$ cat config.mk
export PLATFORM = sky130hd
export DESIGN_NAME = keypad_seq
export DESIGN_NICKNAME = d
export VERILOG_FILES = /design/src/rtl/lock_pkg.sv /design/src/rtl/sync_edge.sv /design/src/rtl/keypad_seq.sv
export SDC_FILE = /design/constraint.sdc
export NUM_CORES = 1
export LEC_CHECK = 0
export BUFFER_PORTS_ARGS = -buffer_cell sky130_fd_sc_hd__buf_2
export CAP_MARGIN = 10
export CELL_PAD_IN_SITES_DETAIL_PLACEMENT = 1
export CELL_PAD_IN_SITES_GLOBAL_PLACEMENT = 1
export CORE_ASPECT_RATIO = 1.1
export CORE_MARGIN = 1
export CORE_UTILIZATION = 48
export DETAILED_ROUTE_END_ITERATION = 7
export HOLD_SLACK_MARGIN = 0.1
export PLACE_DENSITY = 0.91
export SYNTH_ARGS = -nofsm -noshare
export SYNTH_HDL_FRONTEND = slang
export SYNTH_SLANG_ARGS = --single-unit
$ cat constraint.sdc
create_clock -name clk -period 6 [get_ports clk]
set_clock_uncertainty 0.15 [all_clocks]
set_input_delay 0.9 -clock clk [delete_from_list [all_inputs] [get_ports clk]]
set_output_delay 0.9 -clock clk [all_outputs]
set_load 0.005 [all_outputs]
$ cat src/rtl/lock_pkg.sv
// Shared definitions for the lock datapath: widths, key codes, lock state
// encoding and the keypad lockout states.
package lock_pkg;

  localparam int SEQ_W      = 32;
  localparam int DIGIT_W    = 4;
  localparam int MAX_DIGITS = 8;

  typedef enum logic [3:0] {
    KEY_0 = 4'h0, KEY_1 = 4'h1, KEY_2 = 4'h2, KEY_3 = 4'h3,
    KEY_4 = 4'h4, KEY_5 = 4'h5, KEY_6 = 4'h6, KEY_7 = 4'h7,
    KEY_8 = 4'h8, KEY_9 = 4'h9, KEY_A = 4'hA, KEY_B = 4'hB,
    KEY_C = 4'hC, KEY_D = 4'hD, KEY_E = 4'hE, KEY_F = 4'hF
  } key_code_e;

  typedef enum logic [3:0] {
    LS0   = 4'h0, LS1 = 4'h1, LS2 = 4'h2, LS3 = 4'h3,
    LS4   = 4'h4, LS5 = 4'h5, LS6 = 4'h6, LS7 = 4'h7,
    OPEN  = 4'h8,
    ALARM = 4'h9,
    INIT  = 4'hA
  } lock_state_e;

  typedef enum logic {
    KP_IDLE = 1'b0,
    KP_LOCK = 1'b1
  } kp_state_e;

  // Highest set bit wins when several hex keys rise together.
  function automatic logic [3:0] hex_prio(input logic [15:0] edges);
    logic [3:0] code;
    code = 4'h0;
    for (int i = 0; i < 16; i++) begin
      if (edges[i]) begin
        code = 4'(i);
      end else begin
        code = code;
      end
    end
    return code;
  endfunction

endpackage

$ cat src/rtl/sync_edge.sv
// Two-flop synchronizer for one raw button, plus a history flop that turns
// the synchronized level into a single-cycle rising-edge flag.
module sync_edge (
  input  logic clk,
  input  logic nRst,
  input  logic din,
  output logic rise
);

  logic sync1_q, sync2_q, prev_q;

  // Synchronizer chain and previous-value tracker.
  always_ff @(posedge clk or negedge nRst) begin
    if (!nRst) begin
      sync1_q <= 1'b0;
      sync2_q <= 1'b0;
      prev_q  <= 1'b0;
    end else begin
      sync1_q <= din;
      sync2_q <= sync1_q;
      prev_q  <= sync2_q;
    end
  end

  assign rise = sync2_q & ~prev_q;

endmodule

$ cat src/rtl/keypad_seq.sv
// Keypad front end: edge-detects 18 buttons, arbitrates clr > enter > hex,
// applies a post-event lockout and shifts accepted hex digits into seq.
module keypad_seq #(
  parameter int DEBOUNCE_CYCLES = 100,
  parameter int MAX_DIGITS      = 8
) (
  input  logic                        clk,
  input  logic                        nRst,
  input  logic [15:0]                 pb_hex,
  input  logic                        pb_enter,
  input  logic                        pb_clr,
  output logic [lock_pkg::SEQ_W-1:0]  seq,
  output logic [lock_pkg::DIGIT_W-1:0] digit_cnt,
  output logic [3:0]                  key_code,
  output logic                        strobe,
  output logic                        enter,
  output logic                        clear
);
  import lock_pkg::*;

  localparam int CNT_W = (DEBOUNCE_CYCLES > 1) ? $clog2(DEBOUNCE_CYCLES + 1) : 1;
  localparam logic [CNT_W-1:0]   LOCK_LOAD = CNT_W'(DEBOUNCE_CYCLES);
  localparam logic [DIGIT_W-1:0] DIGIT_MAX = DIGIT_W'(MAX_DIGITS);
  localparam logic               LOCK_EN   = (DEBOUNCE_CYCLES != 0);

  logic [17:0] raw_s, rise_s;
  logic [3:0]  code_s;
  logic        accept_s;

  kp_state_e            state_q, state_d;
  logic [CNT_W-1:0]     lock_cnt_q, lock_cnt_d;
  logic [SEQ_W-1:0]     seq_q, seq_d;
  logic [DIGIT_W-1:0]   digit_cnt_q, digit_cnt_d;
  logic [3:0]           key_code_q, key_code_d;
  logic                 strobe_q, strobe_d;
  logic                 enter_q, enter_d;
  logic                 clear_q, clear_d;

  assign raw_s = {pb_clr, pb_enter, pb_hex};

  genvar g;
  for (g = 0; g < 18; g++) begin : g_sync
    sync_edge u_sync (
      .clk  (clk),
      .nRst (nRst),
      .din  (raw_s[g]),
      .rise (rise_s[g])
    );
  end

  assign code_s = hex_prio(rise_s[15:0]);

  // Event arbitration, lockout sequencing and next register values.
  always_comb begin
    state_d     = state_q;
    lock_cnt_d  = lock_cnt_q;
    seq_d       = seq_q;
    digit_cnt_d = digit_cnt_q;
    key_code_d  = key_code_q;
    strobe_d    = 1'b0;
    enter_d     = 1'b0;
    clear_d     = 1'b0;
    accept_s    = 1'b0;
    case (state_q)
      KP_IDLE: begin
        if (rise_s[17]) begin
          clear_d     = 1'b1;
          seq_d       = '0;
          digit_cnt_d = '0;
          accept_s    = 1'b1;
        end else if (rise_s[16]) begin
          enter_d  = 1'b1;
          accept_s = 1'b1;
        end else if (|rise_s[15:0]) begin
          seq_d       = {seq_q[SEQ_W-5:0], code_s};
          key_code_d  = code_s;
          strobe_d    = 1'b1;
          digit_cnt_d = (digit_cnt_q >= DIGIT_MAX) ? DIGIT_MAX : digit_cnt_q + 4'd1;
          accept_s    = 1'b1;
        end else begin
          accept_s = 1'b0;
        end
        // A zero-length lockout never leaves IDLE.
        if (accept_s && LOCK_EN) begin
          state_d    = KP_LOCK;
          lock_cnt_d = LOCK_LOAD;
        end else begin
          state_d    = KP_IDLE;
        end
      end
      KP_LOCK: begin
        if (lock_cnt_q <= CNT_W'(1)) begin
          state_d    = KP_IDLE;
          lock_cnt_d = '0;
        end else begin
          lock_cnt_d = lock_cnt_q - CNT_W'(1);
        end
      end
      default: begin
        state_d    = KP_IDLE;
        lock_cnt_d = '0;
      end
    endcase
  end

  // State and output registers.
  always_ff @(posedge clk or negedge nRst) begin
    if (!nRst) begin
      state_q     <= KP_IDLE;
      lock_cnt_q  <= '0;
      seq_q       <= '0;
      digit_cnt_q <= '0;
      key_code_q  <= 4'h0;
      strobe_q    <= 1'b0;
      enter_q     <= 1'b0;
      clear_q     <= 1'b0;
    end else begin
      state_q     <= state_d;
      lock_cnt_q  <= lock_cnt_d;
      seq_q       <= seq_d;
      digit_cnt_q <= digit_cnt_d;
      key_code_q  <= key_code_d;
      strobe_q    <= strobe_d;
      enter_q     <= enter_d;
      clear_q     <= clear_d;
    end
  end

  assign seq       = seq_q;
  assign digit_cnt = digit_cnt_q;
  assign key_code  = key_code_q;
  assign strobe    = strobe_q;
  assign enter     = enter_q;
  assign clear     = clear_q;

endmodule

# Word-level counts from Yosys, hierarchy flattened
# Cells that the tools add are included.
totals:
  ff_bits: 105
  in_bits: 20
  output_inout_bits: 43
  wordCells: 151
classes:
  n_addsub: 2
  order_cmp: 2
  n_eq_ne: 2
  mux: 40
  bitwise_logic: 39
  n_reduce_logical: 4
ops:
  columns: ["op", "n"]
  rows:
  - ["32-bit 2-to-1 mux", 3]
  - ["4-bit 2-to-1 mux", 16]
  - ["1-bit NOT", 21]
  - ["1-bit AND", 18]
  - ["16-bit OR reduction", 1]
  - ["1-bit 2-to-1 mux", 15]
  - ["7-bit 2-to-1 mux", 2]
  - ["7-bit one-hot mux with 2 select lines", 1]
  - ["7-bit by 1-bit <= comparator with 1-bit output, second input constant", 1]
  - ["7-bit by 1-bit subtractor with 7-bit output, second input constant", 1]
  - ["4-bit by 1-bit adder with 4-bit output, second input constant", 1]
  - ["4-bit >= comparator, second input constant", 1]
  - ["2-bit 2-to-1 mux", 2]
  - ["4-bit AND reduction", 1]
  - ["3-bit AND reduction", 1]
  - ["2-bit by 1-bit inequality test with 1-bit output, second input constant", 1]
  - ["2-bit inequality test, second input constant", 1]
  - ["1-bit one-hot mux with 2 select lines", 1]
  - ["2-bit nonzero test", 1]

# Depth between registers and ports, before layout
depth:
  ltp_word: 20
  mapped_depth: 7
  mapped_depth_nobuf: 7

# Cells and area by module
# From an unflattened synthesis, not the netlist that was laid out.
unflattened:
  cells_unflattened: 260
  area_unflattened_um2: 3877.5
modules_own_cells:
  columns: ["mod", "n_inst", "cells_each", "area_per_inst_um2", "seq_area_each_um2"]
  rows:
  - ["keypad_seq", 1, 188, 2278.4, 1276.2]
  - ["sync_edge", 18, 4, 88.8, 75.1]

# Worst setup path after synthesis
# Ideal clock, no wire load.
synth_timing:
  kind: "reg2reg"
  startpoint: "reg g_sync[9].u_sync.sync2_q"
  endpoint: "reg seq_q[10] (netlist: seq[10])"
  setup_time_ns: 0.121
  arrival_ns: 2.021
  required_time_ns: 5.729
  path_slack_ns: 3.708
  stages_incl_launch_ff: 8
  n_path_buf: 1
  synth_period_minus_slack_ns: 2.292
  path_cell_list: "dfrtp_1 -> nor2b_1 -> or4_4 -> nor4_4 -> or2b_4 -> inv_2 -> buf_6 -> a22o_1"
synth_between:
  elab_chain_cells: 4
synth_rtl:
  columns: ["element", "line_no", "rtl"]
  rows:
  - ["start, declared", "sync_edge.sv:10", "logic sync1_q, sync2_q, prev_q;"]
  - ["start signal, assigned", "sync_edge.sv:20", "sync2_q <= sync1_q;"]
  - ["1-bit AND", "sync_edge.sv:25", "assign rise = sync2_q & ~prev_q;"]
  - ["16-bit OR reduction", "keypad_seq.sv:74", "end else if (|rise_s[15:0]) begin"]
  - ["2-bit nonzero test (no line)", null, null]
  - ["3-bit AND reduction (no line)", null, null]
  - ["end signal, assigned", "keypad_seq.sv:120", "seq_q <= seq_d;"]
  - ["end, declared", "keypad_seq.sv:32", "logic [SEQ_W-1:0] seq_q, seq_d;"]
# No other way between the ends.
# A chain may end at the register's enable or synchronous reset.

# Final worst setup path
layout_timing:
  startpoint: "reg g_sync[11].u_sync.sync2_q"
  endpoint: "reg key_code_q[2] (netlist: key_code[2])"
layout_between:
  elab_chain_cells: 6
  elab_cells_between_ends: 8
  cone_classes: "5 x mux; 1 x bitwise; 2 x reduce/logical"
layout_rtl:
  columns: ["element", "line_no", "rtl"]
  rows:
  - ["start, declared", "sync_edge.sv:10", null]
  - ["start signal, assigned", "sync_edge.sv:20", null]
  - ["1-bit AND (*)", "sync_edge.sv:25", null]
  - ["4-bit 2-to-1 mux (5 in a row)", "lock_pkg.sv:34", "if (edges[i]) begin"]
  - ["end signal, assigned", "keypad_seq.sv:122", "key_code_q <= key_code_d;"]
  - ["end, declared", "keypad_seq.sv:34", "logic [3:0] key_code_q, key_code_d;"]
# Every way passes the cells marked *; elsewhere a longest branch is shown, timed or not.

==> key figures <==
Detailed routing
  – Vias post-DR: 2312
  – Vias/cell: 5.30
  – Wirelength per Cell: 16.6 um
  – Drt drc: 0
  – Final ANT Viol Nets: 0
  – Routed WL: 7.26 mm
  – Iter 0 DRT Violations: 103
  – Drt pass-1 iters: 4

Floorplan
  – Initial Util: 49.8%
  – IO Count: between 60 and 70
  – Die ar.: 0.00811 mm2
  – Die height: 94.4 um
  – Total core area: approximately 0.0075 mm2
  – Row Count: 33
  – Die Wd: between 80 and 90 um

GRT
  – Largest net degree at the start of global routing: 66
  – Overflow after GRT: 0
  – Global Route Usage Sum: 19.3%
  – Vias in the first global route: 2375
  – First-pass GRT wire length: ~12 mm
  – Antenna violations before repair: 0

Finish
  – Syn-to-layout area delta: 15.2%
  – Commonest cells after routing, fill and taps aside: dfrtp_1, buf_2, a22o_1, nand2b_1, nor2b_1
  – Fin nets: around 350
  – Commonest non-fill, non-tap cell in the layout: dfrtp_1
  – Final core utilization: 57.4%
  – Final cell count without fillers: 436
  – Antenna Cells: 0
  – Share of layout cells above drive strength 1: 26.0%

Critical path
  – Kind of critical path: reg2reg
  – Max FO, Critical Path: 31
  – CP arrival: 3.08 ns
  – Critical Path Max Stage Delay: 0.73 ns
  – Reg2Reg Setup Slack: ~3.0 ns
  – Buf/Inv on CP: 1
  – Critical Path Start Type: flip-flop
  – CP delay by family, top: simple AND/OR/NAND/NOR gates
  – Crit-path cells: nor2b_1 > or4_4 > nor4_4 > or2b_4 > inv_2 > mux2_1
  – Setup crit end kind: flip-flop
  – Critical-path top delay cell: nor4_4
  – Worst Path Required: 6.11 ns

Run
  – Max Cap Violations: 0

Synthesis
  – Post-synthesis sequential area ratio: 70.6%
  – Synth area leaders: dfrtp_1, a22o_1, nand2b_1, nor2b_1, ha_1
  – Synth cell types: 45
  – Yosys synthesis warning count: 0
  – Asr flop ratio synth: 100%
  – Yosys top cell area share: 70.6%
  – Cell Area, Synth: 0.00372 mm2
  – Post-Syn Nets: 285
  – Ys flop type: dfrtp_1
  – Cells after Synth: 261
  – Post-Syn Area per Cell: 14.3 um2
  – Post-synth EDFFs: 0
  – Post-synth top area cell: dfrtp_1
  – #FFs+latches synth: 105

Clocking
  – Num Clock Sinks: 105
  – TritonCTS clock tree: built
  – Skew-Pair Late Insertion Delay: 0.37 ns
  – CTS Root Cell: clkbuf_8
  – Total CTS buffers: 9
  – Post CTS Setup Buffer Count: 0
  – PostCTS Resize Cnt: 0
  – CTS HTree Levels: 3
  – Bufs on Longest Clock Path: 2
  – Post-CTS Hold Fix Bufs: 0
  – Worst-path clk slew: 0.11 ns

Placed design
  – Placer Congestion: 0.856
  – Post-DP HPWL: ~5.0 mm
  – Placed insts: approximately 420
  – Number of port buffers: 62

Timing
  – Worst-Margin Slew: 0.915 ns
  – Min cycle time layout: 2.96 ns
  – TNS Setup: 0 ns
  – Max-slew violation count: 0
  – FMAX: 337 MHz
  – Setup violators final: 0
  – Fin crit share: 49.4%
  – RSZ-0062 raised after global routing: false
  – Hold Violations, Final: 0
  – Slew HR: 38.5%

Status
  – Run status: complete, no violations

Pwr
  – Leakage: 0.00214 uW
  – Total Power: 1230 uW
  – Worst-case vdd ir drop: between 0.15 and 0.2 mV
  – PwrDens: 287 mW/mm2

Worst hold path
  – HP Class: reg2reg
==> path summary, 6_finish.rpt <==
path / cells after the start / endpoint / from
setup reg to reg: 6 / key_code[2]$_DFFE_PN0P_ / g_sync[11].u_sync.sync2_q$_DFF_PN0_
setup / recovery: 6 / key_code[2]$_DFFE_PN0P_ / g_sync[11].u_sync.sync2_q$_DFF_PN0_
max in group asynchronous: 2 / g_sync[9].u_sync.prev_q$_DFF_PN0_ / nRst
hold reg to reg: 0 / g_sync[2].u_sync.sync2_q$_DFF_PN0_ / g_sync[2].u_sync.sync1_q$_DFF_PN0_
min in group asynchronous: 1 / clear$_DFF_PN0_ / nRst
hold / removal: 0 / g_sync[2].u_sync.sync2_q$_DFF_PN0_ / g_sync[2].u_sync.sync1_q$_DFF_PN0_
==> layout make-up <==
type                       count  area, um2
timing repair buffer          64        328
fill                         772       3190
inverter                       9       33.8
multi-input combinational    138        992
tap                          105        131
clock buffer                   9        124
clock inverter                 6       51.3
sequential                   105       2630
==> where the power goes <==
group	leakage (uW)	switching, uW	internal [uW]	total [uW]
sequential	0.00131	24.2	740	765
clock	0.0000916	240	154	395
combinational	0.000735	39.8	30.6	70.4
total	0.00214	304	926	1230
==> cell families (layout without fill, tap and decap cells) <==
logic type / count (synthesis) / after routing / share of synthesized area [%]
fa+ha+maj: 4 / 4 / 1.34
mux: 2 / 2 / 0.605
simple gates: 64 / 64 / 10.4
compound gates: 68 / 68 / 14.3
buf+inv: 18 / 88 / 2.79
flops: 105 / 105 / 70.6
==> metal layers <==
| layer | part of all wire [%] | track usage [%] | up-vias |
|---|---|---|---|
| met5 | 0 | 0 | - |
| met4 | 1.4 | 6.67 | 0 |
| met3 | 3.4 | 3.85 | 11 |
| met2 | 52 | 33.6 | 57 |
| met1 | 43 | 24.1 | 1180 |
| li1 | - | - | 1064 |
==> metrics by stage <==
| stage | hold slack (ns) | area, um2 | setup slack (ns) |
|---|---|---|---|
| finish | 0.207 | 4290 | 3.04 |
| global route | 0.216 | 4290 | 2.87 |
| detailed placement | 0.186 | 4110 | 3.01 |
| CTS | 0.210 | 4290 | 3.01 |
| floorplan | 0.181 | 3720 | 3.71 |
| global placement | 0.181 | 4110 | 3.12 |
==> cells in the mapped netlist (3+ instances only) <==
library cell and n:
o2bb2ai_1 3, nor3_1 4, o22ai_1 3, nand2b_1 16, inv_1 8, buf_6 3, a22o_1 31, nor2b_1 13
or4_1 3, ha_1 4, nor2_1 8, a21oi_1 5, o21ai_0 5, dfrtp_1 105, nand2_1 7, a21o_1 3
buf_4 3
==> flip-flops by register name (all words and copies together) (netlist names) <==
signal / flops
strobe: 1
lock_cnt_q: 7
state_q: 1
clear: 1
g_sync.u_sync.sync2_q: 18
enter: 1
key_code: 4
g_sync.u_sync.prev_q: 18
seq: 32
digit_cnt: 4
g_sync.u_sync.sync1_q: 18
Note: power is estimated with default switching activity, not from simulation.
